**config.mk**
```make
export PLATFORM = sky130hd
export DESIGN_NAME = button_event_classifier
export DESIGN_NICKNAME = d
export VERILOG_FILES = /design/src/rtl/button_event_classifier_pkg.sv /design/src/rtl/button_event_classifier_edge_detect.sv /design/src/rtl/button_event_classifier.sv
export SDC_FILE = /design/constraint.sdc
export NUM_CORES = 1
export LEC_CHECK = 0
export ABC_CLOCK_PERIOD_IN_PS = 4500
export CORE_MARGIN = 5
export CORE_UTILIZATION = 67
export DETAILED_ROUTE_END_ITERATION = 16
export DONT_BUFFER_PORTS = 1
export PLACE_DENSITY = 0.88
export SYNTH_ARGS = -nofsm -noshare
export SYNTH_HDL_FRONTEND = slang
export SYNTH_SLANG_ARGS = --single-unit
```
**constraint.sdc**
```tcl
create_clock -name clk -period 4.5 [get_ports clk]
set_clock_uncertainty 0.1 [all_clocks]
set_input_delay 0.225 -clock clk [delete_from_list [all_inputs] [get_ports clk]]
set_output_delay 0.225 -clock clk [all_outputs]
set_load 0.02 [all_outputs]
```
**src/rtl/button_event_classifier_pkg.sv**
```systemverilog
// Shared state encodings and default timing
// constants for the button event path.
package button_event_classifier_pkg;

  typedef enum logic [2:0] {
    IDLE           = 3'd0,
    PRESSED        = 3'd1,
    LONG_HELD      = 3'd2,
    WAIT_SECOND    = 3'd3,
    SECOND_PRESSED = 3'd4
  } state_t;

  localparam int DEF_LONG_CYC = 25_000_000;
  localparam int DEF_GAP_CYC  = 12_500_000;

  function automatic int max_int(
    input int a,
    input int b
  );
    return (a > b) ? a : b;
  endfunction

endpackage

```
**src/rtl/button_event_classifier_edge_detect.sv**
```systemverilog
// Registers the debounced level and exposes
// its rising and falling edges combinationally.
module button_event_classifier_edge_detect (
  input  logic clk,
  input  logic rst,
  input  logic db_level,
  output logic rise,
  output logic fall
);

  logic db_q;

  // previous-cycle copy of the level
  always_ff @(posedge clk or posedge rst) begin
    if (rst) db_q <= 1'b0;
    else     db_q <= db_level;
  end

  assign rise = db_level & ~db_q;
  assign fall = ~db_level & db_q;

endmodule

```
**src/rtl/button_event_classifier.sv**
```systemverilog
// Turns a clean button level into press, release,
// click, double click and long press events.
module button_event_classifier
  import button_event_classifier_pkg::*;
#(
  parameter int LONG_CYC = DEF_LONG_CYC,
  parameter int GAP_CYC  = DEF_GAP_CYC
) (
  input  logic clk,
  input  logic rst,
  input  logic db_level,
  output logic press_pulse,
  output logic release_pulse,
  output logic single_click,
  output logic double_click,
  output logic long_press,
  output logic held
);

  localparam int CNT_W =
    $clog2(max_int(LONG_CYC, GAP_CYC)) + 1;
  localparam logic [CNT_W-1:0] LONG_LAST =
    CNT_W'(LONG_CYC - 1);
  localparam logic [CNT_W-1:0] GAP_LAST =
    CNT_W'(GAP_CYC - 1);

  logic             rise;
  logic             fall;
  state_t           state;
  logic [CNT_W-1:0] cnt;
  logic [CNT_W-1:0] cnt_inc;

  button_event_classifier_edge_detect u_edge (
    .clk      (clk),
    .rst      (rst),
    .db_level (db_level),
    .rise     (rise),
    .fall     (fall)
  );

  assign cnt_inc = (&cnt) ? cnt : cnt + 1'b1;

  // raw edge pulses, one cycle after the edge
  always_ff @(posedge clk or posedge rst) begin
    if (rst) begin
      press_pulse   <= 1'b0;
      release_pulse <= 1'b0;
    end else begin
      press_pulse   <= rise;
      release_pulse <= fall;
    end
  end

  // gesture FSM with dwell counter and event pulses
  always_ff @(posedge clk or posedge rst) begin
    if (rst) begin
      state        <= IDLE;
      cnt          <= '0;
      single_click <= 1'b0;
      double_click <= 1'b0;
      long_press   <= 1'b0;
      held         <= 1'b0;
    end else begin
      single_click <= 1'b0;
      double_click <= 1'b0;
      long_press   <= 1'b0;
      case (state)
        IDLE: begin
          held <= 1'b0;
          cnt  <= '0;
          if (rise) state <= PRESSED;
        end
        PRESSED: begin
          if (cnt == LONG_LAST) begin
            long_press <= 1'b1;
            held       <= 1'b1;
            cnt        <= '0;
            state      <= LONG_HELD;
          end else if (fall) begin
            cnt   <= '0;
            state <= WAIT_SECOND;
          end else begin
            cnt <= cnt_inc;
          end
        end
        LONG_HELD: begin
          cnt <= '0;
          if (fall) begin
            held  <= 1'b0;
            state <= IDLE;
          end else begin
            held <= 1'b1;
          end
        end
        WAIT_SECOND: begin
          if (rise) begin
            cnt   <= '0;
            state <= SECOND_PRESSED;
          end else if (cnt == GAP_LAST) begin
            single_click <= 1'b1;
            cnt          <= '0;
            state        <= IDLE;
          end else begin
            cnt <= cnt_inc;
          end
        end
        SECOND_PRESSED: begin
          if (cnt == LONG_LAST) begin
            long_press <= 1'b1;
            held       <= 1'b1;
            cnt        <= '0;
            state      <= LONG_HELD;
          end else if (fall) begin
            double_click <= 1'b1;
            cnt          <= '0;
            state        <= IDLE;
          end else begin
            cnt <= cnt_inc;
          end
        end
        default: begin
          held  <= 1'b0;
          cnt   <= '0;
          state <= IDLE;
        end
      endcase
    end
  end

endmodule
```
==> results of run 1 <==
==> per-layer routing <==
metal / routed length, µm / up-vias / share of wire / track usage
met5: 0 / - / 0 / 0
met3: 306 / 12 / 0.070 / 0.0639
met1: 1820 / 822 / 0.42 / 0.269
met2: 2170 / 81 / 0.50 / 0.378
li1: - / 785 / - / -
met4: 72 / 0 / 0.016 / 0.0792
==> logic make-up after synthesis <==
kind of cell	after synthesis	synth area share
AO/OA/AOI/OAI	37	0.123
multiplexers	2	0.0100
XOR/XNOR	15	0.0656
adder cells (fa/ha/maj)	1	0.00625
buffers and inverters	12	0.0325
AND/OR/NAND/NOR	109	0.313
flip-flops	36	0.450
==> critical path: cells and delay by family, from the launching register on <==
kind,cells,cell delay [ps]
simple gates,3,1740
compound gates,2,380
flops,1,440
fa+ha+maj,1,230
==> state kept, by name (all words and copies together) (netlist names) <==
register,cells
cnt,26
state,3
double_click,1
held,1
long_press,1
press_pulse,1
release_pulse,1
single_click,1
u_edge.db_q,1
==> power by group through the flow <==
stage | registers, mW | logic (mW) | clock network, mW
2_1_floorplan | 0.380 | 0.151 | 0
6_report | 0.391 | 0.152 | 0.159
5_1_grt | 0.394 | 0.168 | 0.184
3_3_place_gp | 0.391 | 0.140 | 0
4_1_cts | 0.390 | 0.152 | 0.162
3_5_place_dp | 0.396 | 0.150 | 0
==> repair_timing <==
item / CTS / global route
hold endpoints to repair: 39 / 0
gates resized for setup: 0 / 0
setup endpoints to repair: 0 / 0
hold buffers: 2 / 0
buffers inserted: 0 / 0
==> cell usage after synthesis, drive strengths merged (5+ instances only) <==
cell    n  area (µm²)
dfrtp  36         901
o21ai   6        30.0
xnor2  14         123
nand3  13        70.1
nand2  13        48.8
nand4  14        87.6
or3     6        37.5
and4    7        61.3
inv     5        18.8
a21oi  16        80.1
nor3    7        35.0
nor2   26        97.6
==> cells in the final DEF (no fill, tap or decap), drive strengths merged, types with 2 or more instances in the layout <==
cell type    instances
and4                 7
o211ai               2
a21oi               16
or3                  6
or4b                 2
o31ai                3
or4                  2
nor4                 3
nand2               13
xnor2               14
dlygate4sd3          2
nor3                 7
nor4b                3
and3                 2
nand2b               4
nor2                26
nand4               14
inv                  5
nand3b               2
a211oi               3
nand3               13
nor2b                3
o21ai                6
mux2i                2
clkbuf               6
dfrtp               36
==> area by class of cell <==
| cell class | count | area [µm²] |
|---|---|---|
| Tap cell | 31 | 38.8 |
| Timing Repair Buffer | 3 | 27.5 |
| Sequential cell | 36 | 901 |
| Clock inverter | 1 | 5.00 |
| Multi-Input combinational cell | 164 | 1040 |
| Inverter | 5 | 18.8 |
| Clock buffer | 6 | 41.3 |
| Fill cell | 210 | 737 |
==> through the flow <==
stage / hold WS (ps) / setup slack, ps / cell area [µm²]
final: 15.0 / 1540 / 2070
after global routing: 5.30 / 1240 / 2070
after CTS: 10.4 / 1640 / 2070
after detailed placement: 142 / 1680 / 2000
after global placement: 131 / 1810 / 2000
after floorplan: 156 / 2520 / 2000
==> how the worst min path moves through the flow <==
| stage | end | cells past startpoint | start |
|---|---|---|---|
| final | press_pulse | 2 | db_level |
| after global routing | press_pulse | 2 | db_level |
| after CTS | press_pulse | 2 | db_level |
| after detailed placement | cnt[20] | 2 | rst |
| after global placement | cnt[20] | 2 | rst |
| after floorplan | u_edge.db_q | 0 | db_level |
==> impl_results.html, run 1 <==
<table>
<tr><th>Metric</th><th>Value</th></tr>
<tr><th colspan="2">Floorplanning</th></tr>
<tr><td>Overall die area</td><td>4180 µm²</td></tr>
<tr><td># IOs</td><td>9</td></tr>
<tr><td>Effective utilization at floorplan</td><td>0.714</td></tr>
<tr><td>Floorplan Core Area</td><td>2810 µm²</td></tr>
<tr><td>Std-Cell Rows</td><td>19</td></tr>
<tr><td>Chip width</td><td>64.7 µm</td></tr>
<tr><td>Die Span Y</td><td>64.7 µm</td></tr>
<tr><th colspan="2">Timing</th></tr>
<tr><td>Max Clock Freq</td><td>0.338 GHz</td></tr>
<tr><td>Number of max-slew violations in the final report</td><td>0</td></tr>
<tr><td>Least-Margin Pin Slew</td><td>1010 ps</td></tr>
<tr><td>Relative slew slack</td><td>0.319</td></tr>
<tr><td>Post-layout minimum cycle time</td><td>2960 ps</td></tr>
<tr><td>Final setup violating endpoints</td><td>0</td></tr>
<tr><td>Number of hold violations in the final report</td><td>0</td></tr>
<tr><td>Final worst-path cycle share</td><td>0.658</td></tr>
<tr><td>RSZ-0062 raised after global routing</td><td>no</td></tr>
<tr><td>Total Negative Setup Slacks</td><td>0 ps</td></tr>
<tr><th colspan="2">Critical path</th></tr>
<tr><td>Crit-path slowest cell</td><td>nor3_1</td></tr>
<tr><td>Cell chain of the critical path</td><td>ha_1 &gt; nand4_1 &gt; nor3_1 &gt; and2_0 &gt; o21ai_0 &gt; a21oi_1</td></tr>
<tr><td>Source of the critical timing path</td><td>cnt[0]</td></tr>
<tr><td>Critical path endpoint</td><td>cnt[17]</td></tr>
<tr><td>Register-to-Register Setup Slack</td><td>1540 ps</td></tr>
<tr><td>Arrival time reported for the critical path endpoint</td><td>3130 ps</td></tr>
<tr><td>Delay of the slowest cell on the worst path</td><td>860 ps</td></tr>
<tr><td>Required time of the worst setup path</td><td>4670 ps</td></tr>
<tr><td>Sort of element at the start of the critical path</td><td>flop</td></tr>
<tr><td>Worst reg2reg path depth</td><td>6</td></tr>
<tr><td>Crit Reg-Reg Endpoint</td><td>cnt[17]</td></tr>
<tr><td>Critical path fanouts, max</td><td>16</td></tr>
<tr><td>Kind of capture point of the worst setup path</td><td>flop</td></tr>
<tr><td>Worst R2R Start</td><td>cnt[0]</td></tr>
<tr><td>Critical path type</td><td>flop to flop</td></tr>
<tr><th colspan="2">Synth</th></tr>
<tr><td>Proportion of synthesized chip area in sequential cells</td><td>0.450</td></tr>
<tr><td>Synth Instances</td><td>212</td></tr>
<tr><td>Yosys warnings</td><td>0</td></tr>
<tr><td>Number of flops mapped to enable cells by yosys</td><td>0</td></tr>
<tr><td>Commonest register cell after synthesis</td><td>dfrtp_1</td></tr>
<tr><td>Synth cell types</td><td>44</td></tr>
<tr><td>Avg Cell Area, Syn</td><td>9.44 µm²</td></tr>
<tr><td>Area of the mapped netlist</td><td>2000 µm²</td></tr>
<tr><td>Async set-reset flop share out of synthesis</td><td>1.00</td></tr>
<tr><td>Post-synthesis register bit count</td><td>36</td></tr>
<tr><td>Nets in the synthesized netlist</td><td>216</td></tr>
<tr><th colspan="2">Power and ir drop</th></tr>
<tr><td>Share of total power in combinational logic</td><td>0.217</td></tr>
<tr><td>Max VDD drop</td><td>327 µV</td></tr>
<tr><td>Part of the power in registers</td><td>0.557</td></tr>
<tr><td>Switching share of total power</td><td>0.349</td></tr>
<tr><td>Total power after layout</td><td>703 µW</td></tr>
<tr><td>Clock group share of total power</td><td>0.227</td></tr>
<tr><td>Leak pwr</td><td>0.786 nW</td></tr>
<tr><td>Cell internal power dissipation</td><td>457 µW</td></tr>
<tr><td>P_sw</td><td>246 µW</td></tr>
<tr><td>Areal power density over the cells</td><td>340 nW/µm²</td></tr>
<tr><th colspan="2">Detailed routing</th></tr>
<tr><td>Total via count after detailed routing</td><td>1,700</td></tr>
<tr><td>Detailed-route wire length per cell</td><td>17.7 µm</td></tr>
<tr><td>Number of remaining DRC errors</td><td>0</td></tr>
<tr><td>Wirelength, routed</td><td>4360 µm</td></tr>
<tr><td>Detailed router's first-iteration violation count</td><td>201</td></tr>
<tr><td>Post-detailed-route via-to-cell ratio</td><td>6.91</td></tr>
<tr><td>DR pass1 iterations</td><td>4</td></tr>
<tr><td>Post-detailed-route count of antenna-violating nets</td><td>0</td></tr>
<tr><th colspan="2">Global route</th></tr>
<tr><td>Global-route usage over all layers</td><td>0.222</td></tr>
<tr><td>Total grt overflow</td><td>0</td></tr>
<tr><td>Vias in the first global route</td><td>1,528</td></tr>
<tr><td>First-pass GRT wire length</td><td>7110 µm</td></tr>
<tr><td>Number of antenna violations at the first check in global routing</td><td>0</td></tr>
<tr><td>Pin count of the biggest net entering global routing</td><td>37</td></tr>
<tr><th colspan="2">Run status</th></tr>
<tr><td>Run status</td><td>finished, final reports clean</td></tr>
<tr><th colspan="2">Cells and area</th></tr>
<tr><td>Nets</td><td>219</td></tr>
<tr><td>Number of standard cells in the layout, taps in and fillers out</td><td>246</td></tr>
<tr><td>Area Overhead vs Synth</td><td>3.31%</td></tr>
<tr><td>Antenna diode instance count</td><td>0</td></tr>
<tr><td>Share of the core filled with cells in the final layout</td><td>0.737</td></tr>
<tr><td>Fraction of layout cells with a size suffix above 1</td><td>0.0605</td></tr>
<tr><th colspan="2">Clocking</th></tr>
<tr><td>CTS H-tree depth</td><td>2</td></tr>
<tr><td>Clock Tree Buf Depth</td><td>2</td></tr>
<tr><td>TritonCTS clock tree</td><td>done</td></tr>
<tr><td>Clock transition at the register clock pins on the worst setup and hold paths after CTS</td><td>100 ps</td></tr>
<tr><td>CTS buffer count</td><td>5</td></tr>
<tr><td>Number of sinks handled by clock tree synthesis</td><td>36</td></tr>
<tr><td>Worst skew pair latency</td><td>350 ps</td></tr>
<tr><td>Buffer cell driving the clock tree root</td><td>clkbuf_4</td></tr>
<tr><th colspan="2">Placed design</th></tr>
<tr><td>Post-Place Cells</td><td>237</td></tr>
<tr><td>Port Buf Inserts</td><td>0</td></tr>
<tr><td>Final GP Congestion</td><td>0.904</td></tr>
<tr><td>Dpl hpwl</td><td>3040 µm</td></tr>
<tr><th colspan="2">Worst hold path</th></tr>
<tr><td>Hold/Removal Path Class</td><td>input port to flop</td></tr>
<tr><th colspan="2">Run</th></tr>
<tr><td>Reported max-cap violation count</td><td>0</td></tr>
</table>
No activity file was read; power rests on OpenSTA's default activity.
==> run 2: changes to the inputs <==
- ABC_AREA: unset -> 1
- ABC_CLOCK_PERIOD_IN_PS: 4500 -> 3000
- CORE_UTILIZATION: 67 -> 64
- PLACE_DENSITY: 0.88 -> 0.85
- clock period: 4.5 -> 3 ns (I/O delays scaled with it)
==> run 2 against run 1 <==
Critical path depth up 3; clock power is 120% higher; final cell count grew 87%; fmax is 42% higher; critical endpoint is now cnt[14]; via count up 50%; die area grew 29%; hold slack improved by 300 ps.
==> impl_results.html, run 2 <==
<table>
<tr><th>Metric</th><th>Value</th></tr>
<tr><th colspan="2">Detailed routing</th></tr>
<tr><td>DR pass1 iterations</td><td>5</td></tr>
<tr><td>Total via count after detailed routing</td><td>2,551</td></tr>
<tr><td>Post-detailed-route count of antenna-violating nets</td><td>0</td></tr>
<tr><td>Detailed-route wire length per cell</td><td>13.5 µm</td></tr>
<tr><td>Number of remaining DRC errors</td><td>0</td></tr>
<tr><td>Detailed router's first-iteration violation count</td><td>232</td></tr>
<tr><td>Wirelength, routed</td><td>6220 µm</td></tr>
<tr><td>Post-detailed-route via-to-cell ratio</td><td>5.55</td></tr>
<tr><th colspan="2">Cells and area</th></tr>
<tr><td>Fraction of layout cells with a size suffix above 1</td><td>0.105</td></tr>
<tr><td>Share of the core filled with cells in the final layout</td><td>0.687</td></tr>
<tr><td>Design area</td><td>2710 µm²</td></tr>
<tr><td>Register containing the most flip-flops in the final layout</td><td>cnt</td></tr>
<tr><td>Max FFs per register</td><td>26</td></tr>
<tr><td>Most frequent cells in the layout</td><td>nand2_1 (108), nor2_1 (93), inv_1 (58)</td></tr>
<tr><td>Nets</td><td>413</td></tr>
<tr><td>Registers with the most flip-flops</td><td>cnt: 26 flops, state: 3 flops</td></tr>
<tr><td>Antenna diode instance count</td><td>0</td></tr>
<tr><td>Most common library cell in the layout ignoring fill and taps</td><td>nand2_1</td></tr>
<tr><td>Area Overhead vs Synth</td><td>5.25%</td></tr>
<tr><th colspan="2">Critical path</th></tr>
<tr><td>Critical path type</td><td>flop to flop</td></tr>
<tr><td>Critical path fanouts, max</td><td>22</td></tr>
<tr><td>Delay of the slowest cell on the worst path</td><td>390 ps</td></tr>
<tr><td>Kind of capture point of the worst setup path</td><td>flop</td></tr>
<tr><td>Crit-path slowest cell</td><td>dfrtp_1</td></tr>
<tr><td>Cell chain of the critical path</td><td>ha_1 &gt; inv_2 &gt; nor2_4 &gt; nand3_2 &gt; nor2_4 &gt; nand3_4 &gt; nand2_1 &gt; nor2_1 &gt; nor2_1</td></tr>
<tr><td>Required time of the worst setup path</td><td>3120 ps</td></tr>
<tr><td>Arrival time reported for the critical path endpoint</td><td>2210 ps</td></tr>
<tr><td>Sort of element at the start of the critical path</td><td>flop</td></tr>
<tr><th colspan="2">Global route</th></tr>
<tr><td>Vias in the first global route</td><td>2,398</td></tr>
<tr><td>Total grt overflow</td><td>0</td></tr>
<tr><td>Number of antenna violations at the first check in global routing</td><td>0</td></tr>
<tr><td>First-pass GRT wire length</td><td>10,900 µm</td></tr>
<tr><td>Global-route usage over all layers</td><td>0.263</td></tr>
<tr><td>Pin count of the biggest net entering global routing</td><td>37</td></tr>
<tr><th colspan="2">Floorplanning</th></tr>
<tr><td>Std-Cell Rows</td><td>23</td></tr>
<tr><td>Die Span Y</td><td>73.4 µm</td></tr>
<tr><td>Chip width</td><td>73.4 µm</td></tr>
<tr><td># IOs</td><td>9</td></tr>
<tr><td>Effective utilization at floorplan</td><td>0.653</td></tr>
<tr><td>Floorplan Core Area</td><td>3940 µm²</td></tr>
<tr><td>Overall die area</td><td>5390 µm²</td></tr>
<tr><th colspan="2">Power and ir drop</th></tr>
<tr><td>Max VDD drop</td><td>504 µV</td></tr>
<tr><td>Leak pwr</td><td>1.27 nW</td></tr>
<tr><td>Areal power density over the cells</td><td>474 nW/µm²</td></tr>
<tr><td>Total power after layout</td><td>1.28 mW</td></tr>
<tr><th colspan="2">Clocking</th></tr>
<tr><td>Number of hold buffers added after cts</td><td>2</td></tr>
<tr><td>Number of sinks handled by clock tree synthesis</td><td>36</td></tr>
<tr><td>Worst skew pair latency</td><td>290 ps</td></tr>
<tr><td>CTS H-tree depth</td><td>2</td></tr>
<tr><td>Buffer cell driving the clock tree root</td><td>clkbuf_8</td></tr>
<tr><td>Clock transition at the register clock pins on the worst setup and hold paths after CTS</td><td>70 ps</td></tr>
<tr><td>CTS buffer count</td><td>5</td></tr>
<tr><td>Post-CTS repair timing setup buffer count</td><td>0</td></tr>
<tr><td>Quantity of gates resized following cts</td><td>0</td></tr>
<tr><td>TritonCTS clock tree</td><td>done</td></tr>
<tr><td>Clock Tree Buf Depth</td><td>2</td></tr>
<tr><th colspan="2">Run status</th></tr>
<tr><td>Run status</td><td>finished, final reports clean</td></tr>
<tr><th colspan="2">Synth</th></tr>
<tr><td>Area of the mapped netlist</td><td>2570 µm²</td></tr>
<tr><td>Async set-reset flop share out of synthesis</td><td>1.00</td></tr>
<tr><td>Cell with the most instances after synthesis</td><td>nand2_1</td></tr>
<tr><td>Number of flops mapped to enable cells by yosys</td><td>0</td></tr>
<tr><td>Synth cell types</td><td>25</td></tr>
<tr><td>Yosys warnings</td><td>0</td></tr>
<tr><td>Post-synthesis register bit count</td><td>36</td></tr>
<tr><td>Leading post-synthesis cells by cell area</td><td>dfrtp_1 (35%), nand2_1 (16%), nor2_1 (14%)</td></tr>
<tr><td>Avg Cell Area, Syn</td><td>6.39 µm²</td></tr>
<tr><td>Post-synth top area cell</td><td>dfrtp_1</td></tr>
<tr><td>Area share of the largest cell type after synthesis</td><td>0.350</td></tr>
<tr><td>Nets in the synthesized netlist</td><td>407</td></tr>
<tr><td>Synth Instances</td><td>403</td></tr>
<tr><td>Proportion of synthesized chip area in sequential cells</td><td>0.350</td></tr>
<tr><td>Commonest cells post-synth</td><td>nand2_1 (108), nor2_1 (93), inv_1 (58)</td></tr>
<tr><td>Commonest register cell after synthesis</td><td>dfrtp_1</td></tr>
<tr><th colspan="2">Placed design</th></tr>
<tr><td>Dpl hpwl</td><td>4730 µm</td></tr>
<tr><td>Placed standard-cell area</td><td>2600 µm²</td></tr>
<tr><td>Pre-CTS setup slack</td><td>935 ps</td></tr>
<tr><td>Port Buf Inserts</td><td>0</td></tr>
<tr><td>Final GP Congestion</td><td>0.953</td></tr>
<tr><th colspan="2">Timing</th></tr>
<tr><td>Total Negative Setup Slacks</td><td>0 ps</td></tr>
<tr><td>Final setup violating endpoints</td><td>0</td></tr>
<tr><td>Relative slew slack</td><td>0.696</td></tr>
<tr><td>Post-layout minimum cycle time</td><td>2090 ps</td></tr>
<tr><td>Number of max-slew violations in the final report</td><td>0</td></tr>
<tr><td>Number of hold violations in the final report</td><td>0</td></tr>
<tr><td>Least-Margin Pin Slew</td><td>456 ps</td></tr>
<tr><td>RSZ-0062 raised after global routing</td><td>no</td></tr>
<tr><td>Max Clock Freq</td><td>0.479 GHz</td></tr>
<tr><td>Setup slack after layout</td><td>910 ps</td></tr>
<tr><td>Final worst-path cycle share</td><td>0.697</td></tr>
<tr><th colspan="2">Worst hold path</th></tr>
<tr><td>Hold/Removal Path Class</td><td>input port to asynchronous set/reset pin</td></tr>
<tr><th colspan="2">Run</th></tr>
<tr><td>Reported max-cap violation count</td><td>0</td></tr>
</table>
==> run 2: layout make-up <==
class / instances / area, µm²
Clock buffer: 8 / 90.1
Sequential cell: 36 / 901
Timing Repair Buffer: 3 / 27.5
Fill cell: 337 / 1230
Multi-Input combinational cell: 303 / 1400
Inverter: 60 / 225
Tap cell: 50 / 62.6
==> run 2: kinds of logic (layout without fill, tap and decap cells) <==
kind of cell    after synthesis  after routing  share of synthesized area
simple gates                286            286                      0.504
buf+inv                      64             71                      0.105
flops                        36             36                      0.350
compound gates               14             14                     0.0292
xor+xnor                      2              2                    0.00681
fa+ha+maj                     1              1                    0.00486
==> run 2: worst paths after layout <==
kind	from	endpoint	slack, ps	cells past startpoint
worst max-delay path	cnt[0]	cnt[14]	910	9
worst min-delay path	rst	cnt[20]	310	3
worst max register to register	cnt[0]	cnt[14]	910	9
worst min register to register	u_edge.db_q	press_pulse	420	1
max in group asynchronous	rst	cnt[4]	2150	3
min in group clk	db_level	u_edge.db_q	350	1
==> run 2: layer usage <==
metal / vias up / part of all wire / track usage
met3: 32 / 0.065 / 0.0534
met2: 103 / 0.48 / 0.433
met5: - / 0 / 0
met1: 1167 / 0.42 / 0.337
met4: 0 / 0.034 / 0.105
li1: 1249 / - / -
==> run 2: critical path: cells and delay by family (launching register included) <==
| kind | cells | cell delay, ps |
|---|---|---|
| simple gates | 7 | 1170 |
| flops | 1 | 390 |
| buf+inv | 1 | 80 |
| fa+ha+maj | 1 | 290 |
==> run 2: per-stage QoR <==
stage	std cells	hold slack, ps
floorplan	403	81.4
global placement	450	68.8
detailed placement	450	79.0
CTS	460	327
global route	460	355
finish	460	310
==> run 2: power by group <==
part | internal, mW | switching [mW] | total, mW
Clock | 0.187 | 0.166 | 0.354
Combinational | 0.105 | 0.258 | 0.362
Sequential | 0.525 | 0.0439 | 0.569
Total | 0.817 | 0.468 | 1.28
